[src/rtl/biriscv_fetch_queue.sv]
// Fetch-to-decode instruction queue: circular buffer of {pc, instr, fault}
// with a fault hold that blocks further fetches until the next redirect.
module biriscv_fetch_queue #(
    parameter int DEPTH   = 4,
    parameter int DEPTH_W = 2
) (
    input  logic               clk_i,
    input  logic               rst_n_i,
    input  logic               fetch_valid_i,
    input  logic [31:0]        fetch_pc_i,
    input  logic [31:0]        fetch_instr_i,
    input  logic               fetch_fault_i,
    output logic               fetch_accept_o,
    input  logic               flush_i,
    output logic               valid_o,
    output logic [31:0]        pc_o,
    output logic [31:0]        opcode_o,
    output logic               fetch_fault_o,
    input  logic               accept_i,
    output logic [DEPTH_W:0]   level_o,
    output logic               fault_hold_o
);

    localparam logic STATE_RUN  = 1'b0;
    localparam logic STATE_HOLD = 1'b1;
    localparam logic [DEPTH_W:0] DEPTH_L = (DEPTH_W + 1)'(DEPTH);

    logic [31:0]        pc_q    [DEPTH];
    logic [31:0]        instr_q [DEPTH];
    logic               fault_q [DEPTH];

    logic [DEPTH_W-1:0] wr_ptr_q, wr_ptr_d;
    logic [DEPTH_W-1:0] rd_ptr_q, rd_ptr_d;
    logic [DEPTH_W:0]   count_q,  count_d;
    logic               state_q,  state_d;

    logic               full;
    logic               push;
    logic               pop;

    always_comb begin
        full           = (count_q == DEPTH_L);
        fetch_accept_o = !full && (state_q != STATE_HOLD) && !flush_i;
        valid_o        = (count_q != '0);
        push           = fetch_valid_i && fetch_accept_o;
        pop            = valid_o && accept_i && !flush_i;

        wr_ptr_d = wr_ptr_q;
        rd_ptr_d = rd_ptr_q;
        count_d  = count_q;
        state_d  = state_q;

        // Flush wins over any same-cycle push or pop
        if (flush_i) begin
            wr_ptr_d = '0;
            rd_ptr_d = '0;
            count_d  = '0;
            state_d  = STATE_RUN;
        end else begin
            if (push) wr_ptr_d = wr_ptr_q + DEPTH_W'(1);
            if (pop)  rd_ptr_d = rd_ptr_q + DEPTH_W'(1);
            if (push && !pop)
                count_d = count_q + (DEPTH_W + 1)'(1);
            else if (pop && !push)
                count_d = count_q - (DEPTH_W + 1)'(1);
            if (push && fetch_fault_i)
                state_d = STATE_HOLD;
        end
    end

    always_ff @(posedge clk_i or negedge rst_n_i) begin
        if (!rst_n_i) begin
            wr_ptr_q <= '0;
            rd_ptr_q <= '0;
            count_q  <= '0;
            state_q  <= STATE_RUN;
        end else begin
            wr_ptr_q <= wr_ptr_d;
            rd_ptr_q <= rd_ptr_d;
            count_q  <= count_d;
            state_q  <= state_d;
        end
    end

    // Entry storage is deliberately left out of reset
    always_ff @(posedge clk_i) begin
        if (push) begin
            pc_q[wr_ptr_q]    <= fetch_pc_i;
            instr_q[wr_ptr_q] <= fetch_instr_i;
            fault_q[wr_ptr_q] <= fetch_fault_i;
        end
    end

    assign pc_o          = pc_q[rd_ptr_q];
    assign opcode_o      = instr_q[rd_ptr_q];
    assign fetch_fault_o = fault_q[rd_ptr_q];
    assign level_o       = count_q;
    assign fault_hold_o  = (state_q == STATE_HOLD);

endmodule
[config.mk]
export PLATFORM = sky130hd
export DESIGN_NAME = biriscv_fetch_queue
export DESIGN_NICKNAME = d
export VERILOG_FILES = /design/src/rtl/biriscv_fetch_queue.sv
export SDC_FILE = /design/constraint.sdc
export NUM_CORES = 1
export LEC_CHECK = 0
export BUFFER_PORTS_ARGS = -buffer_cell sky130_fd_sc_hd__buf_2
export CORE_MARGIN = 2
export CORE_UTILIZATION = 57
export DETAILED_ROUTE_END_ITERATION = 7
export PLACE_DENSITY_LB_ADDON = 0.05
export SETUP_SLACK_MARGIN = 0.02
export SYNTH_ARGS = -nofsm -noshare
export SYNTH_HDL_FRONTEND = slang
export SYNTH_SLANG_ARGS = --single-unit
[constraint.sdc]
create_clock -name clk_i -period 3.9 [get_ports clk_i]
set_input_delay 0.78 -clock clk_i [delete_from_list [all_inputs] [get_ports clk_i]]
set_output_delay 0.78 -clock clk_i [all_outputs]
set_load 0.01 [all_outputs]
-- Word level (Yosys, flattened, before mapping)
Memory sizes are Yosys's and may differ from the RTL's.
Index checks and enable logic that the tools add are counted.
- $add $sub $neg: 4
- $mul: 0
- divide/modulo/power cells: 0
- $lt $le $gt $ge: 0
- eq/ne operators: 1
- shifts and indexed selects: 0
- mux-type cells: 11
- bitwise logic cells: 1
- reduce and logical (&&, ||, !) cells: 17
- operators by type and width (kind ; count):
    $mux 3 ; 3
    $logic_and 1x1->1 ; 8
    $mux 2 ; 4
    $reduce_bool 2->1 ; 3
    $reduce_bool 3->1 ; 2
    $add 2x1->2 const B ; 2
    $logic_not 1->1 ; 4
    $mux 1 ; 4
    $add 3x1->3 const B ; 1
    $eq 3x3->1 const B ; 1
    $sub 3x1->3 const B ; 1
    $not 1->1 ; 1
- register bits: 8
- bits in latches: 0
- RAM bits: 260
- memory bits (read-only): 0
- bits of input ports: 70
- output and inout port bits: 71
- logic and storage cells: 41
- memories: 3
- memories (memory ; depth ; width ; rd ports ; clocked after Yosys merged registers in ; write ports ; line ; source):
    instr_q ; 4 ; 32 ; 1 ; 0 ; 1 ; 29 ; logic [31:0] instr_q [DEPTH];
    pc_q ; 4 ; 32 ; 1 ; 0 ; 1 ; 28 ; logic [31:0] pc_q [DEPTH];
    fault_q ; 4 ; 1 ; 1 ; 0 ; 1 ; 30 ; logic fault_q [DEPTH];

-- Depth between registers and ports, before layout
- word-level depth: 10
- depth in mapped cells: 7
- gate-level depth less buffers: 7

-- Worst setup path after synthesis
No wires, ideal clock.
- path kind: input -> register
- start: input port flush_i
- end: memory fault_q[0], enable pin
- setup time: 430 ps
- data arrival time: 2921 ps
- data required time: 3470 ps
- path slack: 549 ps
- cell stages on the path: 4
- buffers on the path: 1
- path through: nor2_1 > and3_1 > clkbuf_1 > and2_1
- word-level cells in the longest chain between the ends: 5
- RTL lines (what ; line ; source):
    start, declared ; 14 ; input logic flush_i,
    $logic_not 1->1 ; 43 ; fetch_accept_o = !full && (state_q != STATE_HOLD) && !flush_i;
    $logic_and 1x1->1 ; 43 ;
    $logic_and 1x1->1 ; 45 ; push = fetch_valid_i && fetch_accept_o;
    $mux 1 ; 87 ; if (push) begin
    $mux 1 (implied by the code) ; 90 ; fault_q[wr_ptr_q] <= fetch_fault_i;
    end, declared ; 30 ;
Every way passes these cells.

-- Worst setup path in the final report
- start: register rd_ptr_q[0]
- end: output port pc_o[22]
- word-level cells in the longest chain between the ends: 1
- RTL lines (what ; line ; source):
    start, declared ; 33 ; logic [DEPTH_W-1:0] rd_ptr_q, rd_ptr_d;
    start signal, assigned ; 79 ; rd_ptr_q <= rd_ptr_d;
    $mem_v2 4x32 ; -- ;
    end, declared ; 16 ; output logic [31:0] pc_o,
Every way passes these cells.

==> results_tabular.tex <==
\begin{tabular}{lr}
\hline
Metric & Value \\
\hline
\multicolumn{2}{l}{\textbf{Clock tree}} \\
\quad TritonCTS clock tree & built \\
\quad Number of resized instances in the post-cts repair step & 0 \\
\quad Buffer type at the clock tree root & sky130\_fd\_sc\_hd\_\_clkbuf\_16 \\
\quad Clock tree sinks & 268 \\
\quad Largest buffer count on any clock path & 3 \\
\quad Max H-tree Level & 1 \\
\quad Number of buffers inserted by post-CTS setup repair & 0 \\
\quad Number of clock buffers inserted by TritonCTS & 26 \\
\quad CTS Hold Buffers Added & 0 \\
\quad Later-pin clock latency in the skew report & $\sim$0.52 ns \\
\quad Register clock-pin slew on the reported worst setup and hold paths & 0.06 ns \\
\multicolumn{2}{l}{\textbf{Run status}} \\
\quad Result of the run & finished, final reports clean \\
\multicolumn{2}{l}{\textbf{Power and ir drop}} \\
\quad Leakage & $\sim$4.0 nW \\
\quad PwrDens & roughly 630 nW/um2 \\
\quad Maximum VDD drop & about 0.00043 V \\
\multicolumn{2}{l}{\textbf{Layout}} \\
\quad Share of final-layout standard cells stronger than drive strength 1 & 45.4\% \\
\quad Flip-flop and latch area & $\sim$8000 um2 \\
\quad ANT cells & 0 \\
\quad Multi-input combinational cell area & roughly 1800 um2 \\
\quad Nets@finish & roughly 630 \\
\quad Final instance area & approximately 12000 um2 \\
\quad Final cell count without fillers & 800 \\
\quad Layout area overhead & 18.7\% \\
\quad Post-layout utilization of the core & 68.5\% \\
\quad Number of fill cells in the layout & approximately 1200 \\
\multicolumn{2}{l}{\textbf{Critical path}} \\
\quad Critical Path RT & approximately 3.1 ns \\
\quad Startpoint-to-endpoint class of the critical path & reg2out \\
\quad Worst-path fanout max & 25 \\
\quad Bufs and invs on worst path & 2 \\
\quad CP max-delay cell & sky130\_fd\_sc\_hd\_\_dfrtp\_4 \\
\quad Worst Path Arrival & 2.43 ns \\
\quad CP delay by family, top & flip-flops \\
\quad Critical path capture point type & output port \\
\quad Worst-path cell chain & buf\_4, mux4\_2, buf\_2 \\
\quad Critical Path Source Type & flop \\
\quad Stage delay of the slowest cell on the critical path & 0.75 ns \\
\multicolumn{2}{l}{\textbf{Synthesis}} \\
\quad Number of register bits inferred by synthesis & around 270 \\
\quad Number of distinct library cells after synthesis & 31 \\
\quad Post-synthesis sequential area ratio & about four fifths \\
\quad Cell type with the highest aggregate area in the netlist & sky130\_fd\_sc\_hd\_\_edfxtp\_1 \\
\quad Post-synthesis instance area & slightly below 10000 um2 \\
\quad Total nets after synthesis & 471 \\
\quad Average cell area after synthesis & 25.0 um2 \\
\quad Mapped Cells & between 300 and 400 \\
\quad Cells taking the most area after synthesis & sky130\_fd\_sc\_hd\_\_edfxtp\_1 (79\%), sky130\_fd\_sc\_hd\_\_mux4\_2 (15\%), sky130\_fd\_sc\_hd\_\_dfrtp\_1 (2.0\%), sky130\_fd\_sc\_hd\_\_ha\_1 (0.50\%), sky130\_fd\_sc\_hd\_\_mux2\_1 (0.34\%) \\
\quad Ys Warns & 0 \\
\quad Area share of the largest cell type after synthesis & between 70 and 80\% \\
\multicolumn{2}{l}{\textbf{Timing}} \\
\quad RSZ-0062 raised after global routing & no \\
\quad Worst slew pin tran & between 1 and 1.5 ns \\
\quad Final number of hold-violating endpoints & 0 \\
\quad Headroom to the max-slew limit & between 30\% and 40\% \\
\quad Maximum clock frequency & a little over 300 MHz \\
\quad Final-layout setup total negative slack & 0 ns \\
\quad Post-route clock period utilization & between 80 and 90\% \\
\quad Final number of max-transition violations & 0 \\
\quad Worst-case setup margin in the final layout & around 0.69 ns \\
\quad Final setup violation count & 0 \\
\quad Setup skew after layout & 0.0134 ns \\
\quad Minimum clock period & roughly 3.2 ns \\
\multicolumn{2}{l}{\textbf{Detailed routing}} \\
\quad Via count of the routed design & approximately 4500 \\
\quad Detailed-route wire length & $\sim$17000 um \\
\quad Routed length per placed instance & between 20 and 25 um \\
\quad Antenna Nets Post-Route & 0 \\
\quad Vias per std cell & between 5 and 6 \\
\quad Iteration-0 DRC count of the detailed router & $\sim$310 \\
\quad Number of design rule violations left after detail routing & 0 \\
\quad Number of search-and-repair iterations in the first detailed-routing pass & 4 \\
\multicolumn{2}{l}{\textbf{GRT}} \\
\quad Antenna violations before repair & 1 \\
\quad Maximum number of pins on one net before global-route repair & 67 \\
\quad First-pass GRT wire length & 25400 um \\
\quad Remaining global-route overflow & 0 \\
\quad GR Util All Layers & a little under a fifth \\
\quad Vias in the first global route & about 4600 \\
\multicolumn{2}{l}{\textbf{Floorplan}} \\
\quad Starting density of the core & 57.7\% \\
\quad Core region area & 17200 um2 \\
\quad Std cell rows & 48 \\
\quad Die Ht & around 140 um \\
\quad I/O Pins & 141 \\
\quad Area enclosed by the die boundary & 18500 um2 \\
\quad Die Wd & about 140 um \\
\multicolumn{2}{l}{\textbf{Place}} \\
\quad Placed cell areas & about 11000 um2 \\
\quad Pre-CTS setup slack & between 1 and 1.5 ns \\
\quad Estimated wirelength of the detail-placed design & 9920 um \\
\quad Routability-driven placement congestion ratio & roughly 0.75 \\
\quad Placed Cells incl. Taps & roughly 750 \\
\quad Buffers added on ports & 140 \\
\multicolumn{2}{l}{\textbf{Job}} \\
\quad Max\_cap viols & 0 \\
\multicolumn{2}{l}{\textbf{Min path}} \\
\quad Min-Delay Path Class & in2async \\
\hline
\end{tabular}
cells in the mapped netlist:
library cell               number
sky130_fd_sc_hd__and3_1         1
sky130_fd_sc_hd__dfrtp_1        8
sky130_fd_sc_hd__buf_2          4
sky130_fd_sc_hd__buf_4          4
sky130_fd_sc_hd__a22o_1         1
sky130_fd_sc_hd__nor4b_1        1
sky130_fd_sc_hd__clkbuf_1       6
sky130_fd_sc_hd__ha_1           4
sky130_fd_sc_hd__and3_4         1
sky130_fd_sc_hd__nand2_1        1
sky130_fd_sc_hd__inv_1          5
sky130_fd_sc_hd__nand2_4        1
sky130_fd_sc_hd__nand3_1        2
sky130_fd_sc_hd__or3_1          1
sky130_fd_sc_hd__nor2_1         8
sky130_fd_sc_hd__a21oi_1        1
sky130_fd_sc_hd__mux2_1         3
sky130_fd_sc_hd__mux4_2        65
sky130_fd_sc_hd__nand3_4        1
sky130_fd_sc_hd__edfxtp_1     260
sky130_fd_sc_hd__buf_1          3
sky130_fd_sc_hd__xnor2_1        1
sky130_fd_sc_hd__o31ai_1        1
sky130_fd_sc_hd__fa_1           1
sky130_fd_sc_hd__o21ai_0        1
sky130_fd_sc_hd__buf_6          1
sky130_fd_sc_hd__xor2_1         2
sky130_fd_sc_hd__or3b_4         1
sky130_fd_sc_hd__nor2b_1        1
sky130_fd_sc_hd__and2_1         5
sky130_fd_sc_hd__a32oi_2        1
flip-flops by register name (all words and copies together), names as in the netlist:
register	flops
fault_hold_o	1
fault_q	4
instr_q	128
level_o	3
pc_q	128
rd_ptr_q	2
wr_ptr_q	2
per-layer routing:
metal  track usage, %  routed length, um  part of all wire (%)  vias to the layer above
met2             30.6               8560                    51                      118
li1                 -                  -                     -                     1992
met1             25.2               6840                    41                     2328
met5                0                 13                 0.078                        -
met4             4.69                272                   1.6                        2
met3             4.29                976                   5.9                       23
logic make-up after synthesis:
group,after synthesis,share of synthesized area (%)
flip-flops,268,80.8
multiplexers,68,15.1
AND/OR/NAND/NOR,24,1.55
buffers and inverters,23,1.15
AO/OA/AOI/OAI,5,0.429
adder cells (fa/ha/maj),5,0.707
XOR/XNOR,3,0.265
cells in the final DEF (no fill, tap or decap), drive strengths merged:
master / netlist / final
a32oi: 1 / 1
or3: 1 / 1
nor2b: 1 / 1
nor2: 8 / 8
clkbuf: 6 / 39
mux2: 3 / 3
and2: 5 / 5
buf: 12 / 150
o21ai: 1 / 1
bufinv: 0 / 2
inv: 5 / 5
nand3: 3 / 3
a21oi: 1 / 1
xnor2: 1 / 1
o31ai: 1 / 1
nor4b: 1 / 1
dfrtp: 8 / 8
clkinv: 0 / 2
a22o: 1 / 1
xor2: 2 / 2
nand2: 2 / 2
or3b: 1 / 1
edfxtp: 260 / 260
and3: 2 / 2
fa: 1 / 1
mux4: 65 / 65
ha: 4 / 4
clkinvlp: 0 / 4
final timing paths:
kind,from,to,slack (ns),cells past startpoint
max,rd_ptr_q[0]$_DFFE_PN0P_,pc_o[22],0.69,3
min,rst_n_i,level_o[2]$_DFFE_PN0P_,0.1,1
max reg2reg,level_o[1]$_DFFE_PN0P_,level_o[2]$_DFFE_PN0P_,1.52,7
min reg2reg,wr_ptr_q[0]$_DFFE_PN0P_,wr_ptr_q[0]$_DFFE_PN0P_,0.57,1
max in group asynchronous,rst_n_i,rd_ptr_q[1]$_DFFE_PN0P_,3.60,1
min in group clk_i,fetch_instr_i[19],instr_q[0][19]$_DFFE_PP_,0.47,1
cell type report:
cell class / instances / area share, %
multi-input combinational: 105 / 15.3
clock inverter: 8 / 0.851
clock buffer: 39 / 6.13
tap: 225 / 2.39
inverter: 5 / 0.160
timing repair buffer: 150 / 7.02
sequential: 268 / 68.1
through the flow:
stage | hold WS (ns) | power (mW)
finish | 0.0994 | 7.37
global route | 0.0925 | 7.68
CTS | 0.0866 | 7.47
detailed placement | 0.564 | 5.09
global placement | 0.550 | 5.07
floorplan | 0.484 | 4.56
worst reg2reg max path: cells and delay by family (launching register included):
kind / cells / cell delay (ns)
AOI/OAI and AO/OA: 2 / 0.21
adders and majority gates: 1 / 0.41
DFF: 1 / 0.40
muxes: 1 / 0.33
and+or+nand+nor: 3 / 0.89
report_power, final:
group | total [mW] | internal [mW] | switching [mW]
combinational | 1.48 | 0.773 | 0.702
clock | 2.37 | 1.41 | 0.964
sequential | 3.52 | 3.36 | 0.160
total | 7.37 | 5.54 | 1.83
Power figures use the tool's default switching activity.
